[src/rtl/bit_count_pkg.sv]
// rtl/bit_count_pkg.sv - shared types for the bit counting engine
package bit_count_pkg;

  typedef enum logic [1:0] {M_ONES, M_ZEROS, M_TZ, M_LZ} mode_t;
  typedef enum logic [1:0] {S_IDLE, S_RUN, S_DONE} state_t;

endpackage

[src/rtl/bit_count_lane.sv]
// rtl/bit_count_lane.sv - combinational popcount / trailing-zero count of one lane
module bit_count_lane #(
  parameter int LANE = 1,
  localparam int LW  = $clog2(LANE + 1)
) (
  input  logic [LANE-1:0] lane,
  output logic [LW-1:0]   pop,
  output logic [LW-1:0]   tz,
  output logic            any_one
);

  logic seen;

  always_comb begin
    pop  = '0;
    tz   = '0;
    seen = 1'b0;
    for (int i = 0; i < LANE; i++) begin
      if (lane[i]) begin
        pop  = pop + LW'(1);
        seen = 1'b1;
      end else if (!seen) begin
        tz = tz + LW'(1);
      end
    end
  end

  assign any_one = |lane;

endmodule

[src/rtl/bit_count_engine.sv]
// rtl/bit_count_engine.sv - multi-mode bit counter scanning LANE bits per clock
// with early exit; LZ is handled as TZ on the bit-reversed operand.
module bit_count_engine
  import bit_count_pkg::*;
#(
  parameter int WIDTH = 8,
  parameter int LANE  = 1,
  localparam int CW    = $clog2(WIDTH + 1),
  localparam int BEATS = WIDTH / LANE
) (
  input  logic             clk,
  input  logic             reset,
  input  logic             start,
  input  logic [1:0]       mode,
  input  logic [WIDTH-1:0] in_data,
  output logic [CW-1:0]    count,
  output logic             busy,
  output logic             done
);

  localparam int BW = (BEATS > 1) ? $clog2(BEATS) : 1;
  localparam int LW = $clog2(LANE + 1);

  state_t           ps;
  mode_t            mode_q;
  logic [WIDTH-1:0] sreg;
  logic [WIDTH-1:0] rest;
  logic [WIDTH-1:0] load_val;
  logic [BW-1:0]    beat;
  logic [LW-1:0]    lane_pop;
  logic [LW-1:0]    lane_tz;
  logic [LW-1:0]    add_v;
  logic             lane_any;
  logic             pop_mode;
  logic             finish;

  bit_count_lane #(.LANE(LANE)) u_lane (
    .lane    (sreg[LANE-1:0]),
    .pop     (lane_pop),
    .tz      (lane_tz),
    .any_one (lane_any)
  );

  always_comb begin
    load_val = in_data;
    case (mode_t'(mode))
      M_ZEROS: load_val = ~in_data;
      M_LZ: begin
        for (int i = 0; i < WIDTH; i++) load_val[i] = in_data[WIDTH-1-i];
      end
      default: load_val = in_data;
    endcase
  end

  assign rest     = sreg >> LANE;
  assign pop_mode = (mode_q == M_ONES) || (mode_q == M_ZEROS);
  assign add_v    = pop_mode ? lane_pop : lane_tz;
  // Stop as soon as the remaining bits can no longer change the count.
  assign finish   = (pop_mode && (rest == '0)) ||
                    (!pop_mode && lane_any) ||
                    (beat == BW'(BEATS - 1));

  always_ff @(posedge clk) begin
    if (reset) begin
      ps     <= S_IDLE;
      count  <= '0;
      sreg   <= '0;
      beat   <= '0;
      mode_q <= M_ONES;
    end else begin
      case (ps)
        S_IDLE: begin
          count <= '0;
          beat  <= '0;
          if (start) begin
            sreg   <= load_val;
            mode_q <= mode_t'(mode);
            ps     <= S_RUN;
          end
        end
        S_RUN: begin
          if (!start) begin
            count <= '0;
            ps    <= S_IDLE;
          end else begin
            count <= count + CW'(add_v);
            sreg  <= rest;
            beat  <= beat + BW'(1);
            if (finish) ps <= S_DONE;
          end
        end
        S_DONE: begin
          if (!start) begin
            count <= '0;
            ps    <= S_IDLE;
          end
        end
        default: ps <= S_IDLE;
      endcase
    end
  end

  assign busy = (ps == S_RUN);
  assign done = (ps == S_DONE);

endmodule

[config.mk]
export PLATFORM = sky130hd
export DESIGN_NAME = bit_count_engine
export DESIGN_NICKNAME = d
export VERILOG_FILES = /design/src/rtl/bit_count_pkg.sv /design/src/rtl/bit_count_lane.sv /design/src/rtl/bit_count_engine.sv
export SDC_FILE = /design/constraint.sdc
export NUM_CORES = 1
export LEC_CHECK = 0
export ABC_AREA = 1
export BUFFER_PORTS_ARGS = -buffer_cell sky130_fd_sc_hd__buf_2
export CORE_UTILIZATION = 50
export CTS_CLUSTER_DIAMETER = 30
export DETAILED_ROUTE_END_ITERATION = 7
export PLACE_DENSITY = 0.77
export SLEW_MARGIN = 20
export SYNTH_ARGS = -nofsm -noshare
export SYNTH_HDL_FRONTEND = slang
export SYNTH_SLANG_ARGS = --single-unit
[constraint.sdc]
create_clock -name clk -period 2.2 [get_ports clk]
set_input_delay 0.33 -clock clk [delete_from_list [all_inputs] [get_ports clk]]
set_output_delay 0.33 -clock clk [all_outputs]
set_load 0.02 [all_outputs]
==> flow_summary.ini <==
[outcome]
status = finished, final reports clean

[synthesis]
synth_fp_nets = 176
seq_area_frac_synth_pct = 34.20
synth_cell_types = 18
avgSynthCellArea_um2 = 6.626
yosys_register_bits = 18
synthesis.area_um2 = 1054
syn_inst = 159
ys_warn_count = 0

[clock_network]
clkTransAtPathRegs_ps = 110
root_buffer = clkbuf_4
clockBufferDepth = 2
cts_buffers = 3
clock_sinks = 18
clock_latency_ps = 300
htree_levels = 1
cts_resized = 0
cts_setup_buffers = 0
cts_tree = built
cts_hold_buf = 0

[finish]
stdcell_count = 202
syn2layout_area_growth_pct = 12.35
drive_gt1_share_pct = 13.14
antenna_cells = 0
fillers = 207
final_nets = 193
utilization_pct = 60.33

[worst_setup_path]
start_kind = flip-flop
crit_path_end_kind = output port
critical_path_class = flip-flop to output port
critPathMaxFanout = 15
cp_data_arrival_time_ps = 1510
critical_path_required_ps = 1870

[sta]
finalHoldViolCount = 0
tightest_slew_ps = 498.1
tns_ps = 0
finClkSkew_ps = 7.384
slew_headroom_pct = 66.70
period_needed_ps = 1843
setup_ws_ps = 356.6
finalMaxSlewViolations = 0
fmax_ghz = 0.5425
fin_crit_sh_pct = 83.79
rsz0062_at_grt = no
setup_viol = 0

[detailed_routing]
wl_per_cell_um = 12.09
drt-total-wl_um = 2443
firstDrtPassIters = 4
post_drt_via_cell_ratio = 5.371
antenna_left = 0
drt_iter0_drc = 17
route.detailed.drc = 0
vias = 1085

[pwr]
ir_drop_uv = 400.1
power_mw = 0.7305
power_density_nw_per_um2 = 617.2
cellLeakagePower_nw = 0.5615

[placed_design]
place_hpwl_um = 1821
pre_cts_ws_ps = 707.0
place.gp.congestion = 0.8108
placedCellCount = 198
io_buffers = 18

[floorplan]
die_h_um = 47.90
dieArea_um2 = 2294
die_x_um = 47.90
initial_core_util_pct = 53.70
core-area_um2 = 1962
pin_count = 19
rows = 16

[grt]
grtUsageMet2_pct = 41.89
use_met1_pct = 27.38
grt_pass1_vias = 920
grt-busiest-layer = met2
met3_usage_pct = 7.170
grt_usage_pct = 23.52
grt_max_degree = 19
grt_pass1_wl_um = 3760
grt-ovfl-total = 0
antenna_found_initial = 0

[hold_path]
hold_path.class = input port to flip-flop

[flow_run]
max-cap-violations = 0
-- where the power goes --
group | total, mW | switching (mW) | internal [mW] | leakage, nW
Combinational | 0.152 | 0.0967 | 0.0556 | 0.393
Sequential | 0.366 | 0.0194 | 0.347 | 0.147
Clock | 0.212 | 0.111 | 0.101 | 0.0210
Total | 0.731 | 0.227 | 0.504 | 0.561
-- per-stage QoR --
| stage | instance area, µm² | hold WS, ps |
|---|---|---|
| after floorplan | 1054 | 399.1 |
| after global placement | 1147 | 443.2 |
| after detailed placement | 1147 | 464.1 |
| after CTS | 1184 | 286.5 |
| after global routing | 1184 | 285.9 |
| final | 1184 | 284.6 |
-- cell families after synthesis --
family,after synthesis,share of synthesized area (%)
and+or+nand+nor,80,34.44
AOI/OAI and AO/OA,35,17.10
buffers and inverters,20,7.839
DFF,18,34.20
adders and majority gates,4,4.751
xor gates and xnor gates,2,1.663
-- metal layers --
metal	up-vias	share of wire, %
li1	566	-
met1	499	47
met2	18	51
met3	2	2.4
met4	0	0.33
met5	-	0
-- synthesized netlist by cell type, drive strengths merged --
library cell	n	area, µm²
xor2	2	17.52
nand2	38	142.6
clkbuf	3	12.51
clkinv	1	3.750
o21ai	5	25.02
dfxtp	18	360.4
nand3b	6	45.04
inv	13	48.80
o211ai	2	15.01
buf	3	17.52
ha	4	50.05
nand4	7	43.79
nor2	15	56.30
nand3	14	75.07
a21oi	28	140.1
-- sequential cells by signal, summed over array words and instances (netlist names) --
register / flops
sreg: 8
count: 4
beat: 3
ps: 2
mode_q: 1
-- cells in the final DEF (no fill, tap or decap) --
cell type  Yosys  layout
nand2_1       38      38
a21oi_1       28      28
dfxtp_1       18      18
buf_2          2      18
nor2_1        15      15
inv_1         13      13
nand3_1       13      13
nand4_1        7       7
nand3b_1       6       6
o21ai_0        5       5
ha_1           4       4
clkbuf_4       0       3
xor2_1         2       2
o211ai_1       2       2
clkinv_1       1       1
nand3_2        1       1
clkbuf_8       0       1
-- cell type report --
class / instances / area, µm² / share of cell area [%]
inverters: 14 / 52.55 / 4.440
repair buffers: 18 / 90.09 / 7.611
well taps: 27 / 33.78 / 2.854
flip-flops and latches: 18 / 360.3 / 30.44
multi-input cells: 121 / 610.6 / 51.59
clock buffers: 4 / 36.28 / 3.066
-- final timing paths --
path / start / endpoint / slack [ps] / cells past startpoint
setup / recovery: ps[1] / busy / 360 / 4
hold / removal: start / ps[1] / 280 / 3
setup reg to reg: ps[1] / sreg[3] / 660 / 6
hold reg to reg: beat[0] / beat[0] / 480 / 1
-- worst max-delay path, cell delays in order, from the launching register on --
cell and delay, ps:
dfxtp_1 390, inv_1 110, nand2_1 390, inv_1 130
buf_2 190
Power figures use the tool's default switching activity.
